### config.mk
export PLATFORM = sky130hd
export DESIGN_NAME = instr_encoder
export DESIGN_NICKNAME = d
export VERILOG_FILES = /design/src/rtl/riscv_pkg.sv /design/src/rtl/instr_fifo2.sv /design/src/rtl/instr_encoder.sv
export SDC_FILE = /design/constraint.sdc
export NUM_CORES = 1
export LEC_CHECK = 0
export ABC_CLOCK_PERIOD_IN_PS = 3900
export CELL_PAD_IN_SITES_DETAIL_PLACEMENT = 0
export CELL_PAD_IN_SITES_GLOBAL_PLACEMENT = 1
export CORE_ASPECT_RATIO = 1.75
export CORE_MARGIN = 1.5
export CORE_UTILIZATION = 44
export CTS_BUF_LIST = sky130_fd_sc_hd__clkbuf_4 sky130_fd_sc_hd__clkbuf_8
export DETAILED_ROUTE_END_ITERATION = 16
export PLACE_DENSITY_LB_ADDON = 0.1
export SLEW_MARGIN = 20
export SYNTH_ARGS = -nofsm -noshare
export SYNTH_HDL_FRONTEND = slang
export SYNTH_SLANG_ARGS = --single-unit
### constraint.sdc
create_clock -name clk -period 3.9 [get_ports clk]
set_input_delay 0.78 -clock clk [delete_from_list [all_inputs] [get_ports clk]]
set_output_delay 0.78 -clock clk [all_outputs]
set_load 0.03 [all_outputs]
### src/rtl/riscv_pkg.sv
// riscv_pkg: shared opcode constants, request-kind enum, immediate bounds
// and the load/store/branch field packing used by instr_encoder.
package riscv_pkg;

  typedef enum logic [1:0] {
    KIND_LOAD    = 2'b00,
    KIND_STORE   = 2'b01,
    KIND_BRANCH  = 2'b10,
    KIND_INVALID = 2'b11
  } kind_e;

  localparam logic [6:0] OPC_LOAD   = 7'b0000011;
  localparam logic [6:0] OPC_STORE  = 7'b0100011;
  localparam logic [6:0] OPC_BRANCH = 7'b1100011;

  // Representable immediate range of the 12-bit fields (in the core's units).
  localparam logic signed [63:0] IMM_MIN = -64'sd2048;
  localparam logic signed [63:0] IMM_MAX = 64'sd2047;

  // FIFO payload: {instr[31:0], addr[63:0]}.
  localparam int FIFO_W = 96;

  // Pack the fields of one request. Branch immediates are already in
  // halfword units, so imm[0] here is byte-offset bit 1.
  function automatic logic [31:0] encode(input kind_e kind,
                                         input logic [4:0] rd,
                                         input logic [4:0] rs1,
                                         input logic [4:0] rs2,
                                         input logic [2:0] funct3,
                                         input logic [11:0] imm);
    logic [31:0] word;
    word = '0;
    case (kind)
      KIND_LOAD:   word = {imm[11:0], rs1, funct3, rd, OPC_LOAD};
      KIND_STORE:  word = {imm[11:5], rs2, rs1, funct3, imm[4:0], OPC_STORE};
      KIND_BRANCH: word = {imm[11], imm[9:4], rs2, rs1, funct3,
                           imm[3:0], imm[10], OPC_BRANCH};
      default:     word = '0;
    endcase
    return word;
  endfunction

endpackage

### src/rtl/instr_fifo2.sv
// instr_fifo2: two-entry FIFO with registered occupancy. The head reads 0
// whenever the FIFO is empty so nothing stale is ever presented.
module instr_fifo2 #(
  parameter int W = 96
) (
  input  logic         clk,
  input  logic         rst_n,
  input  logic         push,
  input  logic [W-1:0] push_data,
  input  logic         pop,
  output logic [W-1:0] head_data,
  output logic [1:0]   count
);

  logic [W-1:0] mem [2];
  logic         wr_ptr;
  logic         rd_ptr;
  logic [1:0]   count_reg;
  logic         push_ok;
  logic         pop_ok;

  assign push_ok = push && (count_reg != 2'd2);
  assign pop_ok  = pop && (count_reg != 2'd0);

  // Storage, pointers and occupancy; reset discards all contents at once.
  always_ff @(posedge clk or negedge rst_n) begin
    if (!rst_n) begin
      mem[0]    <= '0;
      mem[1]    <= '0;
      wr_ptr    <= 1'b0;
      rd_ptr    <= 1'b0;
      count_reg <= 2'd0;
    end else begin
      if (push_ok) begin
        mem[wr_ptr] <= push_data;
        wr_ptr      <= ~wr_ptr;
      end
      if (pop_ok) begin
        rd_ptr <= ~rd_ptr;
      end
      count_reg <= count_reg + {1'b0, push_ok} - {1'b0, pop_ok};
    end
  end

  assign head_data = (count_reg != 2'd0) ? mem[rd_ptr] : '0;
  assign count     = count_reg;

endmodule

### src/rtl/instr_encoder.sv
// instr_encoder: encodes load/store/branch requests into 32-bit words,
// tags each with a running byte address and queues them in instr_fifo2.
// Optional macro IMM_RANGE_CHECK_EN rejects immediates outside the 12-bit
// signed range; without it the immediate is simply truncated.
module instr_encoder
  import riscv_pkg::*;
(
  input  logic        clk,
  input  logic        rst_n,
  input  logic        in_valid,
  output logic        in_ready,
  input  logic [1:0]  in_kind,
  input  logic [4:0]  in_rd,
  input  logic [4:0]  in_rs1,
  input  logic [4:0]  in_rs2,
  input  logic [2:0]  in_funct3,
  input  logic [63:0] in_imm,
  input  logic        start,
  input  logic [63:0] base_addr,
  output logic        out_valid,
  input  logic        out_ready,
  output logic [31:0] out_instr,
  output logic [63:0] out_addr,
  output logic        err,
  output logic [7:0]  err_count
);

  logic [63:0]       addr_reg;
  logic [63:0]       addr_next;
  logic [63:0]       cur_addr;
  logic              err_reg;
  logic [7:0]        err_count_reg;
  logic [1:0]        fifo_count;
  logic [FIFO_W-1:0] head_data;
  logic [31:0]       instr_word;
  logic              accept;
  logic              range_err;
  logic              reject;
  logic              enq;

`ifdef IMM_RANGE_CHECK_EN
  assign range_err = ($signed(in_imm) < IMM_MIN) || ($signed(in_imm) > IMM_MAX);
`else
  logic unused_imm_hi;
  assign unused_imm_hi = ^in_imm[63:12];
  assign range_err     = 1'b0;
`endif

  assign in_ready   = (fifo_count < 2'd2);
  assign accept     = in_valid && in_ready;
  assign reject     = (kind_e'(in_kind) == KIND_INVALID) || range_err;
  assign enq        = accept && !reject;
  assign instr_word = encode(kind_e'(in_kind), in_rd, in_rs1, in_rs2,
                             in_funct3, in_imm[11:0]);

  // A coincident start takes effect for the word being enqueued this cycle.
  always_comb begin
    cur_addr  = start ? base_addr : addr_reg;
    addr_next = addr_reg;
    if (enq) begin
      addr_next = cur_addr + 64'd4;
    end else if (start) begin
      addr_next = base_addr;
    end
  end

  // Address counter, one-cycle reject pulse and saturating reject count.
  always_ff @(posedge clk or negedge rst_n) begin
    if (!rst_n) begin
      addr_reg      <= '0;
      err_reg       <= 1'b0;
      err_count_reg <= '0;
    end else begin
      addr_reg <= addr_next;
      err_reg  <= accept && reject;
      if (accept && reject && (err_count_reg != 8'hFF)) begin
        err_count_reg <= err_count_reg + 8'd1;
      end
    end
  end

  instr_fifo2 #(.W(FIFO_W)) u_fifo (
    .clk       (clk),
    .rst_n     (rst_n),
    .push      (enq),
    .push_data ({instr_word, cur_addr}),
    .pop       (out_valid && out_ready),
    .head_data (head_data),
    .count     (fifo_count)
  );

  assign out_valid = (fifo_count != 2'd0);
  assign out_instr = head_data[95:64];
  assign out_addr  = head_data[63:0];
  assign err       = err_reg;
  assign err_count = err_count_reg;

endmodule

## Yosys cells after proc, flatten, opt, wreduce, memory -nomap -nowiden

Cells that the tools add are included.

| storage, ports and cells | value |
|---|---|
| output and inout bits | 107 |
| register bits | 269 |
| word-level logic and storage cells | 46 |
| input bits | 153 |

| cells by class | value |
|---|---|
| bitwise logic cells | 4 |
| $add $sub $neg | 4 |
| magnitude comparators | 4 |
| equality and inequality tests | 5 |
| mux-type cells | 10 |
| reductions and logical operators | 11 |

Operators with widths:

| operator | number |
|---|---|
| $mux 96 | 5 |
| $bwmux 192 | 1 |
| $mux 64 | 2 |
| $demux 96 s1 | 1 |
| $pmux 32 s3 | 1 |
| $add 64x3->64 const B | 1 |
| $add 8x1->8 const B | 1 |
| $logic_and 1x1->1 | 8 |
| $ne 8x8->1 const B | 1 |
| $eq 2x2->1 const B | 2 |
| $ge 2x2->1 const B | 2 |
| $not 1->2 | 2 |
| $add 2x1->2 | 1 |
| $eq 2x1->1 const B | 1 |
| $logic_not 2->1 | 1 |
| $lt 2x1->1 const B | 1 |
| $lt 2x2->1 const B | 1 |
| $ne 2x2->1 const B | 1 |
| $not 1->1 | 2 |
| $reduce_bool 2->1 | 1 |
| $sub 2x1->2 | 1 |
| $logic_not 1->1 | 1 |

## Longest topological paths before layout

| depth | value |
|---|---|
| depth after elaboration | 6 |
| depth in mapped cells | 10 |
| gate-level depth less buffers | 8 |

## Cells and area by module

From an unflattened synthesis, not the netlist that was laid out.

| second synthesis, totals | value |
|---|---|
| cell total of the unflattened synthesis | 1208 |
| area, all modules | 14189.9 um^2 |

By module, submodules not included:

| module | instances | cells an instance | sequential area each (um^2) | area an instance (um^2) |
|---|---|---|---|---|
| instr_fifo2 | 1 | 643 | 4904.7 | 8921.1 |
| instr_encoder | 1 | 565 | 1826.8 | 5268.8 |

## Worst setup path after synthesis

No wires, ideal clock.

| path | value |
|---|---|
| path type | flip-flop to output port |
| start | register u_fifo.rd_ptr |
| end | output out_instr[1] |
| arrival time | 1.933 ns |
| data required time | 3.120 ns |
| cell stages (with the launch flop) | 7 |
| path slack | 1.187 ns |
| buffers on the path | 4 |
| cells stage by stage | dfrtp_1 > clkbuf_1 > buf_2 > buf_1 > mux2i_1 > nor2_1 > buf_4 |

| on the way | value |
|---|---|
| word-level cells in the longest chain between the ends | 5 |

RTL lines:

| item | line | source |
|---|---|---|
| start: declaration | instr_fifo2.sv:17 | `logic rd_ptr;` |
| start signal: assignment | instr_fifo2.sv:39 | `rd_ptr <= ~rd_ptr;` |
| $not 1->2 (implied by the code) | instr_fifo2.sv:45 | `assign head_data = (count_reg != 2'd0) ? mem[rd_ptr] : '0;` |
| $mux 96 (implied by the code) (3 in series) | instr_fifo2.sv:45 |  |
| $mux 96 | instr_fifo2.sv:45 |  |
| end: declaration | instr_encoder.sv:22 | `output logic [31:0] out_instr,` |

No other way between the ends. The select of a mux whose other input is x is not followed.

## Worst setup path in the final report

| path | value |
|---|---|
| start | register u_fifo.rd_ptr |
| end | output out_addr[58] |

| on the way | value |
|---|---|
| word-level cells in the longest chain between the ends | 5 |

RTL lines:

| item | line | source |
|---|---|---|
| $not 1->2 (implied by the code) | instr_fifo2.sv:45 |  |
| $mux 96 (implied by the code) (3 in series) | instr_fifo2.sv:45 |  |
| $mux 96 | instr_fifo2.sv:45 |  |
| end: declaration | instr_encoder.sv:23 | `output logic [63:0] out_addr,` |

No other way between the ends. The select of a mux whose other input is x is not followed.

==> flow_metrics.tcl <==
set metrics [dict create \
    drive_above_1_share 0.0737 \
    hold_class "input pin to asynchronous set/reset pin" \
    area_delta_synth_final_pct 25.4 \
    insertion_delay_ns 0.55 \
    crit_required_ns 3.12 \
    hold_viol 0 \
    worstPathCellList "buf_4 -> mux2i_1 -> nor2_1 -> clkdlybuf4s50_1" \
    endpoint_kind "output pin" \
    cts.sinks 261 \
    synth_edf_count 0 \
    regArea_um2 6540 \
    gp_congestion 0.818 \
    fin_crit_ns 3.52 \
    synthArstFlopShare 1.00 \
    critPathArrivalTime_ns 2.74 \
    grt_pass1_vias 10300 \
    multi_input_area_um2 5960 \
    start_kind "flip-flop" \
    cap_violations 0 \
    drt_iter0_markers 496 \
    yosys_most_used_dff "dfrtp_1" \
    dp_slack_ns 0.432 \
    drv_slew 0 \
    irDropWorstVdd_v 0.000434 \
    remaining_drc_errors 0 \
    firstDrtPassIters 6 \
    num_vias 10200 \
    setup_viol 0 \
    dpl.hpwl_um 24100 \
    ys_seq_area_frac 0.506 \
    criticalPathCategory "flip-flop to output pin" \
    largest_reg_flops 184 \
    rsz0062_at_grt "false" \
    start_util 0.449 \
    slew_headroom 0.297 \
    period_share 0.902 \
    ant_nets 0 \
    power.total_w 0.0121 \
    fillers 2700 \
    grt_max_degree 108 \
    io_pins 260 \
    die-width_um 132 \
    tns_ns 0 \
    post-route-util 0.564 \
    fmax_ghz 0.284 \
    synth_largest_area_cell "dfrtp_1" \
    crit_family "buffers and inverters" \
    tritoncts "built" \
    ctsResizeCount 0 \
    worst_pin_slew_ns 1.06 \
    fin_ws_ns 0.384 \
    ys.warnings.count 0 \
    finalInstanceArea_um2 16200 \
    wl_um 34500 \
    clock_path_buffers 3 \
    die_h_um 230 \
    final_nets 1688 \
    path_buf_inv 2 \
    synthCells 1332 \
    rows 82 \
    placed_cell_area_um2 15400 \
    antenna_found_initial 1 \
    slowest_stage "dfrtp_4" \
    post_cts_buffers 0 \
    vias_per_cell 5.30 \
    syn_area_um2 12900 \
    cts_htree_levels 2 \
    clock-root-buffer "clkbuf_8" \
    max_stage_delay_ns 0.80 \
    total_leakage_power_nw 7.15 \
    cp_max_fo 27 \
    port_buffers 204 \
    yosysUniqueCellTypes 54 \
    ys_ff_latch 261 \
    cts-hold-fix-buffers 0 \
    grtUsageTotal 0.230 \
    path_clk_slew_ns 0.06 \
    status "finished clean" \
    gr-total-overflow 0 \
    yosysTopAreaCellShare 0.506 \
    grt_pass1_wl_um 55200 \
    skew_ns 0.0156 \
    coreArea_um2 28700 \
    yosys-top-cells-area "dfrtp_1 (51%), mux2i_1 (12%), o21ai_0 (7.1%), nand2_1 (6.8%), xnor2_1 (3.8%)" \
    cts_buffers 41 \
    p_per_area_nw_per_um2 748 \
    die_area_um2 30400 \
    postSynthAreaPerCell_um2 9.69 \
    routedWlPerCell_um 17.9 \
]
final timing paths:
kind	startpoint	end	cells past startpoint	slack [ns]
min in group clk	u_fifo.mem[65]	u_fifo.mem[65]	1	0.47
max	u_fifo.rd_ptr	out_addr[58]	4	0.38
min reg2reg	u_fifo.mem[65]	u_fifo.mem[65]	1	0.47
min	rst_n	err_count[2]	1	0.26
max in group asynchronous	rst_n	u_fifo.mem[32]	2	2.76
max reg2reg	addr_reg[14]	addr_reg[60]	5	1.42
synthesized netlist by cell type (4+ instances only):
cell type and instances:
dfrtp_1 261, a21oi_1 9, buf_1 10, nand4_1 24
nor2b_1 4, a211oi_1 8, a222oi_1 7, inv_1 16
clkbuf_1 57, buf_4 7, nor2_1 111, o21ai_0 182
xor2_1 16, nor3_1 12, mux2i_1 153, nand2_1 234
nand2b_1 6, nand4b_1 8, nor4_1 22, buf_2 11
nand3b_1 20, a22oi_1 20, nand3_1 29, xnor2_1 56
ha_1 9
worst reg2reg max path, delay by kind of cell, from the launching register on:
kind	cells	cell delay, ns
flip-flops	1	0.37
XOR/XNOR	1	0.17
AND/OR/NAND/NOR	3	1.25
AO/OA/AOI/OAI	1	0.60
kinds of logic (layout without fill, tap and decap cells):
logic type                 count (synthesis)  in the layout  synth area share
other                                      1              4          0.000290
and+or+nand+nor                          487            487             0.173
DFF                                      261            261             0.506
xor gates and xnor gates                  72             72            0.0488
AOI/OAI and AO/OA                        244            244             0.109
muxes                                    154            154             0.119
buffers and inverters                    104            316            0.0351
adders and majority gates                  9              9           0.00872
layout by cell type (no fill, tap or decap), types with 2 or more instances in the layout:
cell type / Yosys / final
clkdlybuf4s50_1: 0 / 202
inv_1: 16 / 16
xor2_1: 16 / 16
buf_12: 0 / 6
nor2_1: 111 / 110
conb_1: 1 / 3
a22oi_1: 20 / 20
buf_4: 7 / 28
nand2b_1: 6 / 5
clkbuf_8: 0 / 52
nand3_1: 29 / 29
a21oi_1: 9 / 9
a31oi_1: 3 / 3
ha_1: 9 / 9
or2_2: 2 / 2
a2111oi_0: 2 / 2
nor2b_1: 4 / 4
dfrtp_1: 261 / 260
nor3_1: 12 / 12
nor4_1: 22 / 22
nand2_1: 234 / 233
a211o_1: 2 / 2
mux2i_1: 153 / 153
nand3b_1: 20 / 20
nor4b_2: 2 / 2
clkbuf_4: 0 / 9
a222oi_1: 7 / 7
and2_1: 2 / 2
clkinv_2: 0 / 2
a32oi_1: 3 / 3
xnor2_1: 56 / 56
nand4b_1: 8 / 8
o21ai_0: 182 / 182
a211oi_1: 8 / 8
nand4_1: 24 / 24
power breakdown:
group | leakage (nW) | internal (W) | total, W | switching (W)
clock | 0.423 | 0.00127 | 0.00230 | 0.00103
sequential | 3.24 | 0.00367 | 0.00426 | 0.000588
combinational | 3.49 | 0.00225 | 0.00555 | 0.00330
total | 7.15 | 0.00719 | 0.0121 | 0.00492
cell type report:
cell class	instances	share of cell area
multi-input cells	969	0.368
well taps	378	0.0292
repair buffers	237	0.146
flip-flops and latches	261	0.404
clock buffers	61	0.0484
inverters	16	0.00371
clock inverters	2	0.000618
diodes	1	0.000155
layer usage:
layer | vias to the layer above | part of all wire | GRT usage
met4 | 0 | 0.034 | 0.0889
met5 | - | 0 | 0
met3 | 71 | 0.046 | 0.0421
li1 | 5002 | - | -
met1 | 4872 | 0.40 | 0.270
met2 | 251 | 0.52 | 0.414
per-stage QoR:
stage,cells,hold WS [ns]
floorplan,1334,0.434
finish,1925,0.257
detailed placement,1861,0.452
CTS,1924,0.297
global placement,1861,0.449
global route,1925,0.314
Power figures use the tool's default switching activity.
